## src/rtl/video_syn_gen_if.sv

```systemverilog
// Video timing generator bundle: run/polarity controls in, sync/DE/active-area
// coordinates and the frame-start pulse out. The generator takes the master
// modport; the pixel-fetch side (or a bench) takes the slave modport.
interface video_syn_gen_if #(
    parameter int CW = 12
);
    // Controls sampled by the generator
    logic          i_en;
    logic          i_hsyn_pol;
    logic          i_vsyn_pol;

    // Registered timing outputs, all mutually aligned
    logic          o_video_hsyn;
    logic          o_video_vsyn;
    logic          o_video_de;
    logic [CW-1:0] o_act_x;
    logic [CW-1:0] o_act_y;
    logic          o_frame_start;

    modport master (
        input  i_en,
        input  i_hsyn_pol,
        input  i_vsyn_pol,
        output o_video_hsyn,
        output o_video_vsyn,
        output o_video_de,
        output o_act_x,
        output o_act_y,
        output o_frame_start
    );

    modport slave (
        output i_en,
        output i_hsyn_pol,
        output i_vsyn_pol,
        input  o_video_hsyn,
        input  o_video_vsyn,
        input  o_video_de,
        input  o_act_x,
        input  o_act_y,
        input  o_frame_start
    );
endinterface

```

## src/rtl/video_syn_gen.sv

```systemverilog
// Video timing generator. Free-running pixel (h) and line (v) counters are
// decoded into raw hsync/vsync/DE and active-area x/y; everything is registered
// once so all outputs are aligned one cycle behind the counter state.
// Sync polarity is latched once per frame, at counter state (0,0), so a
// polarity change on the inputs never produces a partial pulse mid-frame.
module video_syn_gen #(
    parameter int H_SYNC   = 44,
    parameter int H_BP     = 148,
    parameter int H_ACTIVE = 1920,
    parameter int H_FP     = 88,
    parameter int V_SYNC   = 5,
    parameter int V_BP     = 36,
    parameter int V_ACTIVE = 1080,
    parameter int V_FP     = 4,
    parameter int CW       = 12
) (
    input  logic              i_clk,
    input  logic              i_rst_n,
    video_syn_gen_if.master   vif
);

    localparam int H_TOTAL  = H_SYNC + H_BP + H_ACTIVE + H_FP;
    localparam int V_TOTAL  = V_SYNC + V_BP + V_ACTIVE + V_FP;
    localparam int H_DE_BEG = H_SYNC + H_BP;
    localparam int H_DE_END = H_DE_BEG + H_ACTIVE;   // exclusive
    localparam int V_DE_BEG = V_SYNC + V_BP;
    localparam int V_DE_END = V_DE_BEG + V_ACTIVE;   // exclusive

    localparam logic [CW-1:0] H_LAST_C   = CW'(H_TOTAL - 1);
    localparam logic [CW-1:0] V_LAST_C   = CW'(V_TOTAL - 1);
    localparam logic [CW-1:0] H_SYNC_C   = CW'(H_SYNC);
    localparam logic [CW-1:0] V_SYNC_C   = CW'(V_SYNC);
    localparam logic [CW-1:0] H_DE_BEG_C = CW'(H_DE_BEG);
    localparam logic [CW-1:0] H_DE_END_C = CW'(H_DE_END);
    localparam logic [CW-1:0] V_DE_BEG_C = CW'(V_DE_BEG);
    localparam logic [CW-1:0] V_DE_END_C = CW'(V_DE_END);

    // Counter state
    logic [CW-1:0] h_cnt_q, h_cnt_d;
    logic [CW-1:0] v_cnt_q, v_cnt_d;

    // Per-frame polarity registers
    logic          hpol_q, hpol_d;
    logic          vpol_q, vpol_d;

    // Output registers
    logic          hsyn_q, hsyn_d;
    logic          vsyn_q, vsyn_d;
    logic          de_q, de_d;
    logic [CW-1:0] act_x_q, act_x_d;
    logic [CW-1:0] act_y_q, act_y_d;
    logic          fs_q, fs_d;

    // Decode helpers
    logic          h_last;
    logic          v_last;
    logic          origin;
    logic          hsyn_raw;
    logic          vsyn_raw;
    logic          h_act;
    logic          v_act;
    logic          de_raw;
    logic          hpol_eff;
    logic          vpol_eff;

    assign h_last = (h_cnt_q == H_LAST_C);
    assign v_last = (v_cnt_q == V_LAST_C);

    // Counter next-state: wrap h every line, advance v on h wrap, park at origin when disabled
    always_comb begin
        h_cnt_d = h_cnt_q;
        v_cnt_d = v_cnt_q;
        if (!vif.i_en) begin
            h_cnt_d = '0;
            v_cnt_d = '0;
        end else if (h_last) begin
            h_cnt_d = '0;
            v_cnt_d = v_last ? '0 : v_cnt_q + 1'b1;
        end else begin
            h_cnt_d = h_cnt_q + 1'b1;
        end
    end

    // Raw timing decode of the current counter state
    always_comb begin
        origin   = vif.i_en && (h_cnt_q == '0) && (v_cnt_q == '0);
        hsyn_raw = vif.i_en && (h_cnt_q < H_SYNC_C);
        vsyn_raw = vif.i_en && (v_cnt_q < V_SYNC_C);
        h_act    = (h_cnt_q >= H_DE_BEG_C) && (h_cnt_q < H_DE_END_C);
        v_act    = (v_cnt_q >= V_DE_BEG_C) && (v_cnt_q < V_DE_END_C);
        de_raw   = vif.i_en && h_act && v_act;
    end

    // Polarity: load at frame origin, and let the origin cycle itself use the new value
    always_comb begin
        hpol_d   = hpol_q;
        vpol_d   = vpol_q;
        if (origin) begin
            hpol_d = vif.i_hsyn_pol;
            vpol_d = vif.i_vsyn_pol;
        end
        hpol_eff = hpol_d;
        vpol_eff = vpol_d;
    end

    // Output next-state: apply polarity (raw XNOR pol) and form active-area coordinates
    always_comb begin
        hsyn_d  = ~(hsyn_raw ^ hpol_eff);
        vsyn_d  = ~(vsyn_raw ^ vpol_eff);
        de_d    = de_raw;
        fs_d    = origin;
        act_x_d = '0;
        act_y_d = '0;
        if (de_raw) begin
            act_x_d = h_cnt_q - H_DE_BEG_C;
            act_y_d = v_cnt_q - V_DE_BEG_C;
        end
    end

    // State and output registers; reset lands on origin, active-high polarity, all outputs low
    always_ff @(posedge i_clk or negedge i_rst_n) begin
        if (!i_rst_n) begin
            h_cnt_q <= '0;
            v_cnt_q <= '0;
            hpol_q  <= 1'b1;
            vpol_q  <= 1'b1;
            hsyn_q  <= 1'b0;
            vsyn_q  <= 1'b0;
            de_q    <= 1'b0;
            act_x_q <= '0;
            act_y_q <= '0;
            fs_q    <= 1'b0;
        end else begin
            h_cnt_q <= h_cnt_d;
            v_cnt_q <= v_cnt_d;
            hpol_q  <= hpol_d;
            vpol_q  <= vpol_d;
            hsyn_q  <= hsyn_d;
            vsyn_q  <= vsyn_d;
            de_q    <= de_d;
            act_x_q <= act_x_d;
            act_y_q <= act_y_d;
            fs_q    <= fs_d;
        end
    end

    assign vif.o_video_hsyn  = hsyn_q;
    assign vif.o_video_vsyn  = vsyn_q;
    assign vif.o_video_de    = de_q;
    assign vif.o_act_x       = act_x_q;
    assign vif.o_act_y       = act_y_q;
    assign vif.o_frame_start = fs_q;

endmodule

```

## src/flat_wrapper.sv

```systemverilog
// flat-port wrapper written by rule: the top's interface ports become plain ports
module video_syn_gen_flat 
#(
    parameter int H_SYNC   = 44,
    parameter int H_BP     = 148,
    parameter int H_ACTIVE = 1920,
    parameter int H_FP     = 88,
    parameter int V_SYNC   = 5,
    parameter int V_BP     = 36,
    parameter int V_ACTIVE = 1080,
    parameter int V_FP     = 4,
    parameter int CW       = 12
)
  (i_clk, i_rst_n, vif_i_en, vif_i_hsyn_pol, vif_i_vsyn_pol, vif_o_video_hsyn, vif_o_video_vsyn, vif_o_video_de, vif_o_act_x, vif_o_act_y, vif_o_frame_start);
  video_syn_gen_if #(.CW(CW)) vif_i ();
  input  logic i_clk;
  input  logic i_rst_n;
  input wire logic [$bits(vif_i.i_en)-1:0] vif_i_en;
  input wire logic [$bits(vif_i.i_hsyn_pol)-1:0] vif_i_hsyn_pol;
  input wire logic [$bits(vif_i.i_vsyn_pol)-1:0] vif_i_vsyn_pol;
  output wire logic [$bits(vif_i.o_video_hsyn)-1:0] vif_o_video_hsyn;
  output wire logic [$bits(vif_i.o_video_vsyn)-1:0] vif_o_video_vsyn;
  output wire logic [$bits(vif_i.o_video_de)-1:0] vif_o_video_de;
  output wire logic [$bits(vif_i.o_act_x)-1:0] vif_o_act_x;
  output wire logic [$bits(vif_i.o_act_y)-1:0] vif_o_act_y;
  output wire logic [$bits(vif_i.o_frame_start)-1:0] vif_o_frame_start;
  assign vif_i.i_en = vif_i_en;
  assign vif_i.i_hsyn_pol = vif_i_hsyn_pol;
  assign vif_i.i_vsyn_pol = vif_i_vsyn_pol;
  assign vif_o_video_hsyn = vif_i.o_video_hsyn;
  assign vif_o_video_vsyn = vif_i.o_video_vsyn;
  assign vif_o_video_de = vif_i.o_video_de;
  assign vif_o_act_x = vif_i.o_act_x;
  assign vif_o_act_y = vif_i.o_act_y;
  assign vif_o_frame_start = vif_i.o_frame_start;
  video_syn_gen #(.H_SYNC(H_SYNC), .H_BP(H_BP), .H_ACTIVE(H_ACTIVE), .H_FP(H_FP), .V_SYNC(V_SYNC), .V_BP(V_BP), .V_ACTIVE(V_ACTIVE), .V_FP(V_FP), .CW(CW)) u_core (.i_clk(i_clk), .i_rst_n(i_rst_n), .vif(vif_i));
endmodule
```

## config.mk

```make
export PLATFORM = sky130hd
export DESIGN_NAME = video_syn_gen_flat
export DESIGN_NICKNAME = d
export VERILOG_FILES = /design/src/rtl/video_syn_gen_if.sv /design/src/rtl/video_syn_gen.sv /design/src/flat_wrapper.sv
export SDC_FILE = /design/constraint.sdc
export NUM_CORES = 1
export LEC_CHECK = 0
export CORE_MARGIN = 2
export CORE_UTILIZATION = 52
export CTS_BUF_LIST = sky130_fd_sc_hd__clkbuf_8
export CTS_CLUSTER_DIAMETER = 120
export DETAILED_ROUTE_END_ITERATION = 10
export PLACE_DENSITY = 0.78
export SLEW_MARGIN = 0
export SYNTH_ARGS = -nofsm -noshare
export SYNTH_HDL_FRONTEND = slang
export SYNTH_SLANG_ARGS = --single-unit
```

## constraint.sdc

```tcl
create_clock -name i_clk -period 2.1 [get_ports i_clk]
set_input_delay 0.42 -clock i_clk [delete_from_list [all_inputs] [get_ports i_clk]]
set_output_delay 0.42 -clock i_clk [all_outputs]
set_load 0.02 [all_outputs]
```

# After elaboration in Yosys (flattened, before gate mapping)
# Index checks and enable logic that the tools add are counted.
dict set report classes {
  mux 9
  bitwise 4
  eq_ne 3
  div 0
  reduce_logical 10
  n_shift 0
  multipliers 0
  order_cmp 6
  addsub 4
}
# operator count
set ops {}
lappend ops {{12-bit 2-to-1 mux} 7}
lappend ops {{12-bit by 1-bit adder with 12-bit output (second input constant)} 2}
lappend ops {{12-bit zero test} 2}
lappend ops {{12-bit by 11-bit equality test with 1-bit output (second input constant)} 1}
lappend ops {{12-bit equality test (second input constant)} 1}
lappend ops {{12-bit by 6-bit greater-or-equal comparator with 1-bit output (second input constant)} 1}
lappend ops {{12-bit by 8-bit greater-or-equal comparator with 1-bit output (second input constant)} 1}
lappend ops {{12-bit by 11-bit < comparator with 1-bit output (second input constant)} 1}
lappend ops {{12-bit < comparator (second input constant)} 1}
lappend ops {{12-bit by 3-bit < comparator with 1-bit output (second input constant)} 1}
lappend ops {{12-bit by 6-bit < comparator with 1-bit output (second input constant)} 1}
lappend ops {{12-bit by 6-bit subtractor with 12-bit output (second input constant)} 1}
lappend ops {{12-bit by 8-bit subtractor with 12-bit output (second input constant)} 1}
lappend ops {{1-bit logical AND} 8}
lappend ops {{1-bit 2-to-1 mux} 2}
lappend ops {{2-bit by 1-bit != test with 1-bit output (second input constant)} 1}
lappend ops {{1-bit inverter} 2}
lappend ops {{1-bit bitwise XOR} 2}
dict set report totals {
  mem_count 0
  mem_bits_rw 0
  output_inout_bits 28
  latch_bits 0
  register_bits 54
  word_cells 46
  rom_bits 0
  in_bits 5
}

# Logic depth before layout (Yosys ltp)
dict set report depth {
  ltp_word 6
  mapped_depth 8
  depth_no_buf 7
}

# Worst setup path before layout
# Ideal clock, no wire load.
dict set report synth_path {
  kind {reg2reg}
  from {register u_core.v_cnt_q[0]}
  to {register u_core.vsyn_q, in the netlist u_core.vif.o_video_vsyn}
  synth_period_minus_slack_ps 2226
  setup_slack_ps -126
  n_path_buf 0
  t_required_ps 1976
  setup_ps 124
  t_arrival_ps 2102
  stages_incl_launch_ff 8
  cell_sequence {dfrtp_1 -> inv_1 -> ha_1 -> nand2b_1 -> or4_1 -> nor4_2 -> mux2_2 -> xor2_1}
}
dict set report synth_via {
  elab_chain_cells 5
  word_cells_on_any_way 7
  classes_between {order compare: 1; mux: 1; bitwise: 2; reduce/logical: 3}
}
# element line
set synth_rtl {}
lappend synth_rtl {{from (decl)} video_syn_gen.sv:40} ;# logic [CW-1:0] v_cnt_q, v_cnt_d;
lappend synth_rtl {{from (signal assigned)} video_syn_gen.sv:135} ;# v_cnt_q <= v_cnt_d;
lappend synth_rtl {{12-bit zero test} video_syn_gen.sv:86} ;# origin = vif.i_en && (h_cnt_q == '0) && (v_cnt_q == '0);
lappend synth_rtl {{1-bit logical AND} video_syn_gen.sv:86}
lappend synth_rtl {{1-bit 2-to-1 mux} video_syn_gen.sv:98} ;# if (origin) begin
lappend synth_rtl {{via u_core.vpol_d} video_syn_gen.sv:44} ;# logic vpol_q, vpol_d;
lappend synth_rtl {{1-bit bitwise XOR} video_syn_gen.sv:109} ;# vsyn_d = ~(vsyn_raw ^ vpol_eff);
lappend synth_rtl {{1-bit inverter} video_syn_gen.sv:109}
lappend synth_rtl {{via u_core.vsyn_d} video_syn_gen.sv:48} ;# logic vsyn_q, vsyn_d;
lappend synth_rtl {{to (signal assigned)} video_syn_gen.sv:139} ;# vsyn_q <= vsyn_d;
lappend synth_rtl {{to (decl)} video_syn_gen.sv:48}
# The timed path passes the listed nets, and every way through them passes these cells.
# A chain may end at the register's enable or synchronous reset.

# Worst setup path after layout
dict set report layout_path {
  from {register u_core.v_cnt_q[7]}
  to {register u_core.act_y_q[3], in the netlist u_core.vif.o_act_y[3]}
}
dict set report layout_via {
  elab_chain_cells 4
  word_cells_on_any_way 5
  classes_between {order compare: 2; mux: 1; reduce/logical: 2}
}
# element line
set layout_rtl {}
lappend layout_rtl {{12-bit by 6-bit greater-or-equal comparator with 1-bit output or 12-bit by 11-bit < comparator with 1-bit output (tied branches)} video_syn_gen.sv:90} ;# v_act = (v_cnt_q >= V_DE_BEG_C) && (v_cnt_q < V_DE_END_C);
lappend layout_rtl {{1-bit logical AND (*)} video_syn_gen.sv:90}
lappend layout_rtl {{1-bit logical AND (*)} video_syn_gen.sv:91} ;# de_raw = vif.i_en && h_act && v_act;
lappend layout_rtl {{12-bit 2-to-1 mux (*)} video_syn_gen.sv:114} ;# if (de_raw) begin
lappend layout_rtl {{via u_core.act_y_d[3]} video_syn_gen.sv:51} ;# logic [CW-1:0] act_y_q, act_y_d;
lappend layout_rtl {{to (signal assigned)} video_syn_gen.sv:142} ;# act_y_q <= act_y_d;
lappend layout_rtl {{to (decl)} video_syn_gen.sv:51}
# Mark *: on every way through the listed nets, which the timed path passes. The rest lies on a longest branch.

==> results.cfg <==
[yosys]
ys_seq_elements = 54
syn_avg_cell_area_um2 = 10.4
synth_cell_types = 47
ys.flop_type = dfrtp_1
synthArstFlopShare_pct = 100
synth_top_cell_by_area = dfrtp_1
syn_area_um2 = 2750
ys_top_cells_by_area = dfrtp_1 (47%), xor2_1 (5.1%), ha_1 (4.1%)
synthCells = 265
yosysSeqAreaShare_pct = 49.3
synth_top_cell_area_share_pct = 47.4
synth_edf_count = 0
syn_nets = 279
yosys_warnings = 0

[drt]
ant_nets = 0
drt_iter0_markers = 138
wl_per_cell_um = 14.9
vias = 2194
totalWireLength_um = 6210
firstDrtPassIters = 4
via_per_inst = 5.27
drc = 0

[grt]
grt_first_pass_wirelength_um = 10700
track_usage_pct = 22.8
antenna_found_initial = 0
grt_pass1_vias = 2257
grt_max_degree = 31
grt-ovfl-total = 0

[critical_path]
critPathLaunchType = flip-flop
crit_arrival_ns = 2.44
critPathKind = flip-flop to flip-flop
cp_max_fo = 7
cp.required_ns = 2.30
endpoint_kind = flip-flop

[pwr]
power.leakage_nw = 1.74
peakVddDrop_v = 0.000302
powerDensity_nw_per_um2 = 526
power_mw = 1.94

[clock_tree]
clk_latency_ns = 0.31
cts.path.max_buffers = 2
clock-sinks = 54
cts_tree = done
holdBufCountCts = 0
cts_buffers = 5
htree_levels = 2
cts.reportedPaths.clkPinSlew_ns = 0.09
root_buffer = clkbuf_8

[floorplanning]
fp.dieW_um = 76.7
dieArea_um2 = 5880
start_util_pct = 53.7
coreArea_um2 = 5110
die_h_um = 76.7
rows = 26
ioPinCount = 33

[layout]
diodes = 0
seqCellArea_um2 = 1360
post-route-util_pct = 72.1
syn_to_final_growth_pct = 34.1
multi_input_area_um2 = 1340
drive_above_1_share_pct = 31.2
final_cells = 416
design_area_um2 = 3680
nFillCells = 367
fin_nets = 359

[run_status]
violations = setup timing
outcome = finished, violations left

[sta]
timing.setup.tns_ns = -1.82
fin_crit_sh_pct = 107
fin_ws_ns = -0.140
finalSetupViolations = 26
hold_viol_final = 0
worst_slew_pin_slew_ns = 0.595
min_period_ns = 2.24
rsz0062_at_grt = true
fmax_mhz = 447
slew_headroom_pct = 60.4
slew_viol_final = 0
skew_ns = 0.00884

[worst_hold_path]
min_path_type = input port to asynchronous set/reset pin

[placement]
dp_hpwl_um = 4450
place_area_um2 = 3460
dp_cells = 402
io_buffers = 32
gp_congestion = 0.848

[flow_run]
max-cap-violations = 0
through the flow:
| step | hold WS [ns] | setup slack, ns |
|---|---|---|
| finish | 0.106 | -0.140 |
| floorplan | 0.124 | -0.0149 |
| detailed placement | 0.469 | -0.428 |
| global placement | 0.448 | -0.328 |
| CTS | 0.128 | -0.0801 |
| global route | 0.159 | -0.216 |
per-layer routing:
metal	vias up	share of wire (%)	routed length (um)	track usage [%]
met5	-	0	0	0
met4	0	1.9	121	8.91
met3	10	3.5	216	3.18
met2	63	50	3100	38.3
met1	1067	45	2770	30.1
li1	1054	-	-	-
cell type report:
| class | instances | share of cell area, % |
|---|---|---|
| Inverter | 15 | 1.53 |
| Timing Repair Buffer | 86 | 20.1 |
| Clock buffer | 5 | 1.87 |
| Multi-Input combinational cell | 183 | 36.3 |
| Tap cell | 70 | 2.38 |
| Clock inverter | 3 | 1.02 |
| Sequential cell | 54 | 36.8 |
cells in the mapped netlist (2+ instances only):
| cell | instances |
|---|---|
| nor3b_1 | 2 |
| nand3b_1 | 3 |
| o21ai_0 | 5 |
| nand3_1 | 13 |
| or3_4 | 2 |
| and4_1 | 3 |
| nand4_1 | 6 |
| dfstp_2 | 2 |
| mux2_2 | 3 |
| dfrtp_1 | 52 |
| ha_1 | 9 |
| clkbuf_1 | 9 |
| nor3_1 | 9 |
| inv_1 | 15 |
| nor4_1 | 7 |
| nand2_1 | 9 |
| a31oi_1 | 2 |
| a21oi_1 | 9 |
| nand2b_1 | 4 |
| buf_6 | 3 |
| and3_1 | 4 |
| nor2_2 | 18 |
| nor2_1 | 25 |
| xor2_1 | 16 |
| or3_1 | 2 |
| xnor2_1 | 12 |
sequential cells by signal, indices dropped and copies added (netlist names):
name                      cells
u_core.vif.o_video_hsyn       1
u_core.h_cnt_q               12
u_core.vif.o_video_vsyn       1
u_core.vpol_q                 1
u_core.vif.o_act_x           12
u_core.vif.o_act_y           12
u_core.hpol_q                 1
u_core.v_cnt_q               12
u_core.vif.o_frame_start      1
u_core.vif.o_video_de         1
path summary, 6_finish.rpt:
| path | slack [ns] | end | startpoint | depth (start not counted) |
|---|---|---|---|---|
| worst max-delay path | -0.14 | u_core.vif.o_act_y[3]$_DFF_PN0_ | u_core.v_cnt_q[7]$_DFFE_PN0P_ | 5 |
| worst min-delay path | 0.11 | u_core.vif.o_act_x[7]$_DFF_PN0_ | i_rst_n | 1 |
| worst max register to register | -0.14 | u_core.vif.o_act_y[3]$_DFF_PN0_ | u_core.v_cnt_q[7]$_DFFE_PN0P_ | 5 |
| worst min register to register | 0.56 | u_core.h_cnt_q[0]$_DFF_PN0_ | u_core.h_cnt_q[0]$_DFF_PN0_ | 2 |
| max in group asynchronous | 1.37 | u_core.vpol_q$_DFF_PN1_ | i_rst_n | 2 |
| min in group i_clk | 0.56 | u_core.h_cnt_q[0]$_DFF_PN0_ | u_core.h_cnt_q[0]$_DFF_PN0_ | 2 |
worst max-delay path, stage by stage, from the launching register on:
cell and delay [ns]:
dfrtp_1 0.38, or3_4 0.40, o21ai_2 0.14, or4b_1 0.45
a2111o_1 0.44, nor3_1 0.31
layout by cell type, fill, tap and decap left out, types with 3 or more instances in the layout:
cell type / netlist / layout
buf_4: 0 / 51
and4_1: 3 / 3
inv_2: 0 / 4
and3_1: 4 / 4
clkdlybuf4s50_1: 0 / 31
nor2_2: 18 / 18
a21oi_1: 9 / 8
nand2_1: 9 / 9
clkbuf_8: 0 / 5
ha_1: 9 / 7
inv_1: 15 / 13
xnor2_1: 12 / 12
xor2_1: 16 / 16
o21ai_0: 5 / 5
nand4_1: 6 / 6
nand2b_1: 4 / 3
nor4_1: 7 / 5
nand3_1: 13 / 12
nor3_1: 9 / 9
nand3b_1: 3 / 3
nor2_1: 25 / 25
dfrtp_1: 52 / 50
kinds of logic after synthesis:
kind of cell	share of synthesized area, %
xor gates and xnor gates	8.93
muxes	1.60
DFF	49.3
AOI/OAI and AO/OA	6.06
adders and majority gates	4.10
and+or+nand+nor	25.3
buffers and inverters	4.69
power breakdown:
| group | internal (mW) | leakage, nW | total (mW) | switching (mW) |
|---|---|---|---|---|
| combinational | 0.0937 | 0.948 | 0.193 | 0.0993 |
| sequential | 1.07 | 0.736 | 1.08 | 0.00876 |
| clock | 0.347 | 0.0607 | 0.664 | 0.317 |
what timing repair did:
item                                   4_1_cts  5_1_grt
gates cloned                                 0        0
endpoints found under the hold margin        0        0
resized for setup                           11        7
setup endpoints to repair                   27       31
setup buffers                                5        1
pin swaps                                    3        2
Power figures use the tool's default switching activity.
